$ cat src/rtl/uart_pkg.sv
// Shared definitions for the UART transmit and receive paths.
package uart_pkg;

    localparam int UART_DATA_BITS = 8;

    localparam int PAR_NONE = 0;
    localparam int PAR_ODD  = 1;
    localparam int PAR_EVEN = 2;

    typedef enum logic [2:0] {
        IDLE,
        START,
        DATA,
        PARITY,
        STOP
    } uart_tx_state_t;

    // Clocks per bit, rounded to the nearest integer.
    function automatic int calc_divisor(input longint clk_freq, input longint baud);
        return int'((clk_freq + (baud / 2)) / baud);
    endfunction

endpackage

$ cat src/rtl/uart_baud_gen.sv
// Bit-period down-counter. tick is high for the one cycle the count sits at
// zero; the counter then reloads DIVISOR-1. restart forces a fresh period.
module uart_baud_gen
    import uart_pkg::*;
#(
    parameter int DIVISOR = 16
) (
    input  logic clk,
    input  logic rst,
    input  logic restart,
    output logic tick
);

    localparam int W = (DIVISOR > 1) ? $clog2(DIVISOR) : 1;
    localparam logic [W-1:0] RELOAD = W'(DIVISOR - 1);

    logic [W-1:0] count;

    // Count down, reloading on terminal count or on an explicit restart.
    always_ff @(posedge clk or posedge rst) begin
        if (rst) begin
            count <= '0;
        end else if (restart || (count == '0)) begin
            count <= RELOAD;
        end else begin
            count <= count - W'(1);
        end
    end

    assign tick = (count == '0);

endmodule

$ cat src/rtl/uart_tx.sv
// UART transmitter: one-byte holding register feeding a shift register, so a
// byte loaded during a frame goes out immediately after its last stop bit.
module uart_tx
    import uart_pkg::*;
#(
    parameter int CLK_FREQ  = 50_000_000,
    parameter int BAUD      = 115200,
    parameter int PARITY    = 0,
    parameter int STOP_BITS = 1
) (
    input  logic       clk,
    input  logic       rst,
    input  logic       tx_load,
    input  logic [7:0] tx_data,
    output logic       tx_ready,
    output logic       tx_busy,
    output logic       tx
);

    localparam int DIVISOR = calc_divisor(CLK_FREQ, BAUD);
    localparam logic [2:0] LAST_BIT  = 3'(UART_DATA_BITS - 1);
    localparam logic       STOP_LAST = 1'(STOP_BITS - 1);

    if (DIVISOR < 2) begin : g_bad_divisor
        $error("uart_tx: DIVISOR must be at least 2");
    end
    if ((STOP_BITS < 1) || (STOP_BITS > 2)) begin : g_bad_stop
        $error("uart_tx: STOP_BITS must be 1 or 2");
    end
    if ((PARITY < 0) || (PARITY > 2)) begin : g_bad_parity
        $error("uart_tx: PARITY must be 0, 1 or 2");
    end

    uart_tx_state_t state, state_n;
    logic [7:0] shifter, shifter_n;
    logic [2:0] bit_cnt, bit_cnt_n;
    logic       stop_cnt, stop_cnt_n;
    logic       par_bit, par_bit_n;
    logic       tx_n;
    logic       busy_n;
    logic [7:0] hold;
    logic       hold_valid;
    logic       take;
    logic       tick;

    uart_baud_gen #(.DIVISOR(DIVISOR)) baud_gen (
        .clk     (clk),
        .rst     (rst),
        .restart (take),
        .tick    (tick)
    );

    assign tx_ready = !hold_valid;

    // Holding register: filled by an accepted load, emptied by a transfer.
    always_ff @(posedge clk or posedge rst) begin
        if (rst) begin
            hold       <= '0;
            hold_valid <= 1'b0;
        end else if (take) begin
            hold_valid <= 1'b0;
        end else if (tx_load && !hold_valid) begin
            hold       <= tx_data;
            hold_valid <= 1'b1;
        end
    end

    // FSM, shifter and line registers.
    always_ff @(posedge clk or posedge rst) begin
        if (rst) begin
            state    <= IDLE;
            shifter  <= '0;
            bit_cnt  <= '0;
            stop_cnt <= 1'b0;
            par_bit  <= 1'b0;
            tx       <= 1'b1;
            tx_busy  <= 1'b0;
        end else begin
            state    <= state_n;
            shifter  <= shifter_n;
            bit_cnt  <= bit_cnt_n;
            stop_cnt <= stop_cnt_n;
            par_bit  <= par_bit_n;
            tx       <= tx_n;
            tx_busy  <= busy_n;
        end
    end

    // Next state and next line level; tx only moves on bit boundaries.
    always_comb begin
        state_n    = state;
        shifter_n  = shifter;
        bit_cnt_n  = bit_cnt;
        stop_cnt_n = stop_cnt;
        par_bit_n  = par_bit;
        tx_n       = tx;
        take       = 1'b0;
        case (state)
            IDLE: begin
                tx_n = 1'b1;
                take = hold_valid;
            end
            START: begin
                if (tick) begin
                    state_n   = DATA;
                    bit_cnt_n = '0;
                    tx_n      = shifter[0];
                end
            end
            DATA: begin
                if (tick) begin
                    if (bit_cnt == LAST_BIT) begin
                        if (PARITY != PAR_NONE) begin
                            state_n = uart_pkg::PARITY;
                            tx_n    = par_bit;
                        end else begin
                            state_n    = STOP;
                            stop_cnt_n = 1'b0;
                            tx_n       = 1'b1;
                        end
                    end else begin
                        bit_cnt_n = bit_cnt + 3'd1;
                        shifter_n = {1'b0, shifter[7:1]};
                        tx_n      = shifter[1];
                    end
                end
            end
            uart_pkg::PARITY: begin
                if (tick) begin
                    state_n    = STOP;
                    stop_cnt_n = 1'b0;
                    tx_n       = 1'b1;
                end
            end
            STOP: begin
                if (tick) begin
                    if (stop_cnt == STOP_LAST) begin
                        if (hold_valid) begin
                            take = 1'b1;
                        end else begin
                            state_n = IDLE;
                            tx_n    = 1'b1;
                        end
                    end else begin
                        stop_cnt_n = 1'b1;
                    end
                end
            end
            default: begin
                state_n = IDLE;
                tx_n    = 1'b1;
            end
        endcase
        // Parity is taken from the whole byte as it leaves the holding register.
        if (take) begin
            state_n   = START;
            shifter_n = hold;
            bit_cnt_n = '0;
            par_bit_n = (PARITY == PAR_ODD) ? ~(^hold) : (^hold);
            tx_n      = 1'b0;
        end
        busy_n = (state_n != IDLE);
    end

endmodule

$ cat config.mk
export PLATFORM = sky130hd
export DESIGN_NAME = uart_tx
export DESIGN_NICKNAME = d
export VERILOG_FILES = /design/src/rtl/uart_pkg.sv /design/src/rtl/uart_baud_gen.sv /design/src/rtl/uart_tx.sv
export SDC_FILE = /design/constraint.sdc
export NUM_CORES = 1
export LEC_CHECK = 0
export CAP_MARGIN = 15
export CORE_MARGIN = 2
export CORE_UTILIZATION = 40
export CTS_CLUSTER_DIAMETER = 60
export CTS_CLUSTER_SIZE = 28
export DETAILED_ROUTE_END_ITERATION = 7
export GPL_TIMING_DRIVEN = 0
export SYNTH_ARGS = -nofsm -noshare
export SYNTH_HDL_FRONTEND = slang
export SYNTH_SLANG_ARGS = --single-unit
$ cat constraint.sdc
create_clock -name clk -period 2.1 [get_ports clk]
set_input_delay 0.42 -clock clk [delete_from_list [all_inputs] [get_ports clk]]
set_output_delay 0.42 -clock clk [all_outputs]
set_load 0.01 [all_outputs]
==> metrics.cfg, run 1 <==
[cells_and_area]
diodes=0
drive_gt1_share_pct=25.9
final_nets=188
syn_to_final_growth_pct=27.4
fin_area_um2=2040

[route]
firstDrtPassIters=4
ant_nets=0
drtIter0Drc=61
wl_um=3430
avgRoutedWirePerCell_um=15.4
vias_per_cell=5.51
vias=1223
drc=0

[sta]
tns_ps=0
rsz0062_at_grt=yes
setup_viol=0
fin_crit_ps=2080
hold_violations=0
drv_slew=0
fin_crit_sh_pct=99.1
hold-worst-slack_ps=477
relSlewSlack_pct=57.2
fin_skew_ps=5.91
timing.fmax_ghz=0.481
worstMarginPinSlew_ps=642

[critical_path]
path_class=reg -> reg
endpoint_kind=flip-flop
worst_setup_path_start_kind=flip-flop
critPathMaxStageDelay_ps=460
rrSetupSlack_ps=20
worstPathRequired_ps=2280
arrival_ps=2260
reg2regPathDepth=6
crit_slowest_cell=or3b_2
cp_max_fo=4
rr_startpoint=bit_cnt[1]
r2r-end=bit_cnt[2]
path_cells=ha_2 > ha_4 > or3b_2 > a2111oi_2 > nor2_1 > a22o_1

[run]
cap_violations=0

[grt]
grt_max_degree=22
antenna_found_initial=0
grt_pass1_wl_um=5660
grtUsageTotal_pct=17.4
gr-total-overflow=0
grt_pass1_vias=1193

[placed_design]
gp_congestion=0.745
post-dp-hpwl_um=2290
io_buffers=13
dpl-instance-area_um2=1820

[clocking]
htreeDepth=2
clock_path_buffers=2
numCtsBuffers=5
clkLatencyLatePin_ps=290
cts_num_sinks=34
cts_tree=done
cts_root_buffer=clkbuf_8
clk_pin_slew_worst_paths_ps=70

[yosys]
syn_avg_cell_area_um2=10.7
syn_nets=164
ys_warn_count=0
ys_async_sr_fraction_pct=100
ys_types=38
synthCells=149
yosys_register_bits=34
synth_edf_count=0
synth.cell_area_um2=1600
ys_seq_area_share_pct=53.2
synth_top_flop_cell=dfrtp_1

[hold_path]
hold_depth=2
hold_class=reg -> reg
hold_end=shifter[7]
worstHoldStart=hold[7]

[floorplan]
start_util_pct=42.7
die_h_um=67.3
die_area_um2=4520
pin_count=14
fp.coreArea_um2=3740
rows=22
die_w_um=67.3

[pwr]
leakage_uw=0.000835
power.density_nw_per_um2=1060
power_uw=2160
ir_worst_vdd_mv=0.590

[status]
outcome=completed

[timing repair]
action / CTS / global route
hold buffers: 0 / 0
buffers inserted: 1 / 3
resized for setup: 5 / 14
setup endpoints to repair: 9 / 11
cloned: 0 / 0
pin swaps: 0 / 4
[cell families (layout without fill, tap and decap cells)]
group                    after synthesis  after routing  share of synthesized area (%)
adder cells (fa/ha/maj)                4              4                           3.13
multiplexers                           9              9                           6.26
AO/OA/AOI/OAI                         31             31                           12.6
flip-flops                            34             34                           53.2
XOR/XNOR                               7              7                           3.83
AND/OR/NAND/NOR                       53             53                           17.7
buffers and inverters                 11             36                           3.21
[sequential cells by signal, summed over array words and instances, names as in the netlist]
signal and flops:
baud_gen.count 9, hold 8, shifter 8, bit_cnt 3
state 3, hold_valid 1, tx 1, tx_busy 1
[through the flow]
step | util [%] | worst slack, ps | cells
floorplan | - | 50.7 | 149
global placement | 47.8 | -60.7 | 210
detailed placement | 48.6 | -77.3 | 211
CTS | 51.9 | 6.08 | 220
global route | 54.5 | -33.8 | 222
finish | 54.5 | 19.2 | 222
[cell usage after synthesis (all sizes together), types with 2 or more instances]
master / n / share of area, %
nor2: 19 / 4.5
nand3: 4 / 1.3
o22ai: 7 / 2.7
inv: 5 / 1.2
clkbuf: 3 / 0.70
dfrtp: 33 / 52
o21ai: 4 / 1.3
or4b: 2 / 1.5
or3: 2 / 0.78
nand2b: 2 / 0.78
buf: 3 / 1.3
nor3b: 2 / 0.94
a22o: 2 / 1.1
xnor2: 4 / 2.2
xor2: 3 / 1.6
nand2: 13 / 3.0
mux2: 8 / 5.6
ha: 4 / 3.1
a21oi: 10 / 3.1
or4: 2 / 1.2
nor4b: 2 / 1.1
nor4: 2 / 0.78
[worst max-delay path by stage]
stage                                  from         end  slack [ps]  depth (start not counted)
after floorplan                  bit_cnt[0]  shifter[2]          50                          7
after global placement           bit_cnt[0]  shifter[1]         -60                          7
after detailed placement  baud_gen.count[0]  shifter[1]         -80                          7
after CTS                        bit_cnt[0]  shifter[6]           6                          7
after global routing             bit_cnt[1]  shifter[5]         -30                          6
final                            bit_cnt[1]  bit_cnt[2]          20                          6
[power by group]
part	switching (uW)	total, uW	internal (uW)	leakage, uW
Combinational	232	529	296	0.000393
Clock	235	499	264	0.0000482
Sequential	227	1130	906	0.000394
[final cells by class]
| class | count | area (um2) |
|---|---|---|
| Fill cell | 348 | 1700 |
| Sequential cell | 34 | 852 |
| Multi-Input combinational cell | 104 | 795 |
| Timing Repair Buffer | 18 | 200 |
| Clock buffer | 7 | 86.3 |
| Tap cell | 48 | 60.1 |
| Buffer | 5 | 22.5 |
| Inverter | 5 | 18.8 |
| Clock inverter | 1 | 5.00 |
[layer usage]
metal  GRT usage, %  wire length (um)
met2           26.5              1700
met1           22.0              1500
met3           4.83               111
met4           10.7               112
met5              0                 0
[critical path: cells and delay by family, from the launching register on]
| family | cells | cell delay (ps) |
|---|---|---|
| flip-flops | 1 | 390 |
| adder cells (fa/ha/maj) | 2 | 370 |
| AO/OA/AOI/OAI | 2 | 650 |
| AND/OR/NAND/NOR | 2 | 570 |
[cell usage in the layout (no fill, tap or decap), types with 2 or more instances in the layout]
master and n:
o21ai_0 4, nor2_1 19, xor2_1 3, a21oi_1 9
or4b_4 2, buf_2 2, dfrtp_1 33, mux2_2 8
nand2_1 13, xnor2_1 4, clkbuf_1 3, clkdlybuf4s50_1 13
o22ai_2 5, ha_1 2, a22o_1 2, clkbuf_8 6
buf_4 3, nand2b_1 2, nand3_1 4, o22ai_1 2
inv_1 5, nor3b_1 2
Power figures use the tool's default switching activity.
==> inputs of run 2 (changes only) <==
--- a/config.mk
+++ b/config.mk
@@ -5,6 +5,7 @@
 export SDC_FILE = /design/constraint.sdc
 export NUM_CORES = 1
 export LEC_CHECK = 0
+export ABC_CLOCK_PERIOD_IN_PS = 2100
 export CAP_MARGIN = 15
 export CORE_MARGIN = 2
 export CORE_UTILIZATION = 40
@@ -14,4 +15,5 @@
 export GPL_TIMING_DRIVEN = 0
 export SYNTH_ARGS = -nofsm -noshare
 export SYNTH_HDL_FRONTEND = slang
+export SYNTH_HIERARCHICAL = 1
 export SYNTH_SLANG_ARGS = --single-unit
==> run 2 against run 1 <==
Compared with the run above:
- the run now ends with setup timing left
- worst setup slack worse by 360 ps
- power is 16% higher
- global-route usage is 2.5 points lower
- cell count is 6.3% higher
- clock-buffer cell count stayed put
- clock power is 1% lower
- wire length is 1.8% higher
- final area is 12% higher
- register-to-register slack worse by 360 ps
- flip-flop and latch count stayed put
- largest power group unchanged
==> metrics.cfg, run 2 <==
[status]
outcome=finished with violations
violations=setup timing

[clocking]
numCtsBuffers=5
cts_tree=done
clock_path_buffers=2
cts_root_buffer=clkbuf_8
clk_pin_slew_worst_paths_ps=70
cts_num_sinks=34
cts_hold_buf=0
clkLatencyLatePin_ps=290
htreeDepth=2

[floorplan]
die_area_um2=4880
die_w_um=69.9
rows=23
die_h_um=69.9
start_util_pct=42.5
pin_count=14
fp.coreArea_um2=4090

[route]
drtIter0Drc=83
vias_per_cell=5.44
vias=1284
drc=0
firstDrtPassIters=5
avgRoutedWirePerCell_um=14.8
ant_nets=0
wl_um=3490

[pwr]
power.density_nw_per_um2=1100
power_uw=2510
leakage_uw=0.000989
ir_worst_vdd_mv=0.744

[cells_and_area]
diodes=0
ff_latch_area_um2=852
syn_to_final_growth_pct=32.1
top_regs=baud_gen/count: 9 flops, hold: 8 flops, shifter: 8 flops
fillers=346
multi_input_area_um2=903
final_cell_mix=dfrtp_1, buf_4, clkdlybuf4s50_1, mux2_4, mux2_2
final_nets=199
largest_reg_flops=9
final_util_pct=56.1
mostFrequentLayoutCell=dfrtp_1
fin_cells=236
drive_gt1_share_pct=41.9
top_register=baud_gen/count

[sta]
fin_crit_sh_pct=116
fin_skew_ps=5.53
relSlewSlack_pct=37.2
final.setup.worst_slack_ps=-337
fin_crit_ps=2440
hold_violations=0
drv_slew=0
rsz0062_at_grt=yes
timing.fmax_ghz=0.410
setup_viol=24
worstMarginPinSlew_ps=940

[yosys]
synth_top_area_share_pct=47.6
synth_edf_count=0
syn_avg_cell_area_um2=11.9
ys_types=48
synthCells=146
synthXorXnorAreaFrac_pct=1.01
yosys_register_bits=34
synth_compound_area_share_pct=10.8
synth.cell_area_um2=1740
syn_nets=160
ys_async_sr_fraction_pct=100
synth_top_cell_by_area=dfrtp_1
synth_simple_gate_area_share_pct=16.9
synth_area_leaders=dfrtp_1, mux2_4, mux2_2
synth.most_common_cell=dfrtp_1
synth_common_cells=dfrtp_1, inv_1, mux2_2, mux2_4, nor2_1
ys_seq_area_share_pct=49.1
muxShareOfSynthArea_pct=15.7
synth_top_family_by_area=simple AND/OR/NAND/NOR gates
synthAdderAreaFrac_pct=2.16
ys_warn_count=6
synth_top_flop_cell=dfrtp_1

[grt]
antenna_found_initial=0
gr-total-overflow=0
grt_pass1_wl_um=5800
grtUsageTotal_pct=15.0
grt_pass1_vias=1295
grt_max_degree=26

[critical_path]
cp_max_fo=7
path_cells=inv_2 > ha_4 > or4b_4 > nor3_4 > nand2b_4 > nand3_4 > buf_8 > mux2_4 > mux2_4
arrival_ps=2610
endpoint_kind=flip-flop
r2r-end=shifter[5]
rrSetupSlack_ps=-340
worst_setup_path_start_kind=flip-flop
reg2regPathDepth=9
path_buf_inv=2
crit_slowest_cell=or4b_4
critPathMaxStageDelay_ps=480
path_common_cell=mux2_4
path_delay_family=simple AND/OR/NAND/NOR gates
rr_startpoint=baud_gen/count[1]
worstPathRequired_ps=2270
path_class=reg -> reg

[placed_design]
post-dp-hpwl_um=2260
io_buffers=13
placed_cells=209
gp_congestion=0.770
dp_slack_ps=-647

[hold_path]
hold_class=in -> async

[run]
cap_violations=0

[run 2: cell count changes after synthesis, sizes merged, moves of 3 or more]
cell	previous run	this run
inv	5	12
xor2	3	0
mux2	8	20
o22ai	7	0
o31ai	1	4
a21oi	10	7
nor2	19	11
nand2	13	3
nor3	1	5
[run 2: report_power, final]
part / switching (uW) / total (uW) / internal (uW)
Combinational: 361 / 928 / 568
Sequential: 190 / 1090 / 902
Clock: 228 / 492 / 264
Total: 779 / 2510 / 1730
[run 2: area by class of cell]
class	count	area share, %
clock inverters	1	0.218
repair buffers	32	13.1
well taps	50	2.73
plain buffers	4	1.53
clock buffers	7	3.76
multi-input cells	96	39.4
inverters	12	2.13
flip-flops and latches	34	37.2
[run 2: worst max-delay path by stage]
stage	to	depth (start not counted)	slack, ps	startpoint
2_1_floorplan	shifter[1]	9	-370	baud_gen/count[0]
3_3_place_gp	shifter[6]	8	-590	baud_gen/count[0]
3_5_place_dp	shifter[6]	8	-650	baud_gen/count[0]
4_1_cts	shifter[5]	9	-370	baud_gen/count[0]
5_1_grt	shifter[0]	10	-390	baud_gen/count[1]
6_report	shifter[5]	9	-340	baud_gen/count[1]
[run 2: kinds of logic after synthesis]
logic type,Yosys count
buffers and inverters,16
XOR/XNOR,2
AO/OA/AOI/OAI,27
AND/OR/NAND/NOR,43
multiplexers,21
flip-flops,34
adder cells (fa/ha/maj),3
[run 2: worst reg2reg max path: stages (launching register included)]
cell and delay, ps:
dfrtp_1 400, inv_2 90, ha_4 140, or4b_4 480, nor3_4 210, nand2b_4 200
nand3_4 90, buf_8 160, mux2_4 290, mux2_4 260
[run 2: stage by stage]
step / area, um2 / setup TNS, ps / hold slack [ps]
finish: 2290 / -5180 / 420
global route: 2290 / -6750 / 459
CTS: 2180 / -5820 / 433
detailed placement: 1940 / -10390 / 488
global placement: 1940 / -8800 / 472
floorplan: 1750 / -3680 / 248
[run 2: what timing repair did]
action                                  CTS  global route
buffers inserted                         12             7
endpoints found under the setup margin   25            25
resized for setup                        13            12
pin swaps                                 7             8
[run 2: routing by layer]
metal / GRT usage, % / share of wire (%) / up-vias
li1: - / - / 614
met1: 17.8 / 44 / 634
met2: 25.5 / 51 / 30
met3: 4.33 / 3.6 / 6
met4: 5.77 / 1.6 / 0
met5: 0 / 0 / -
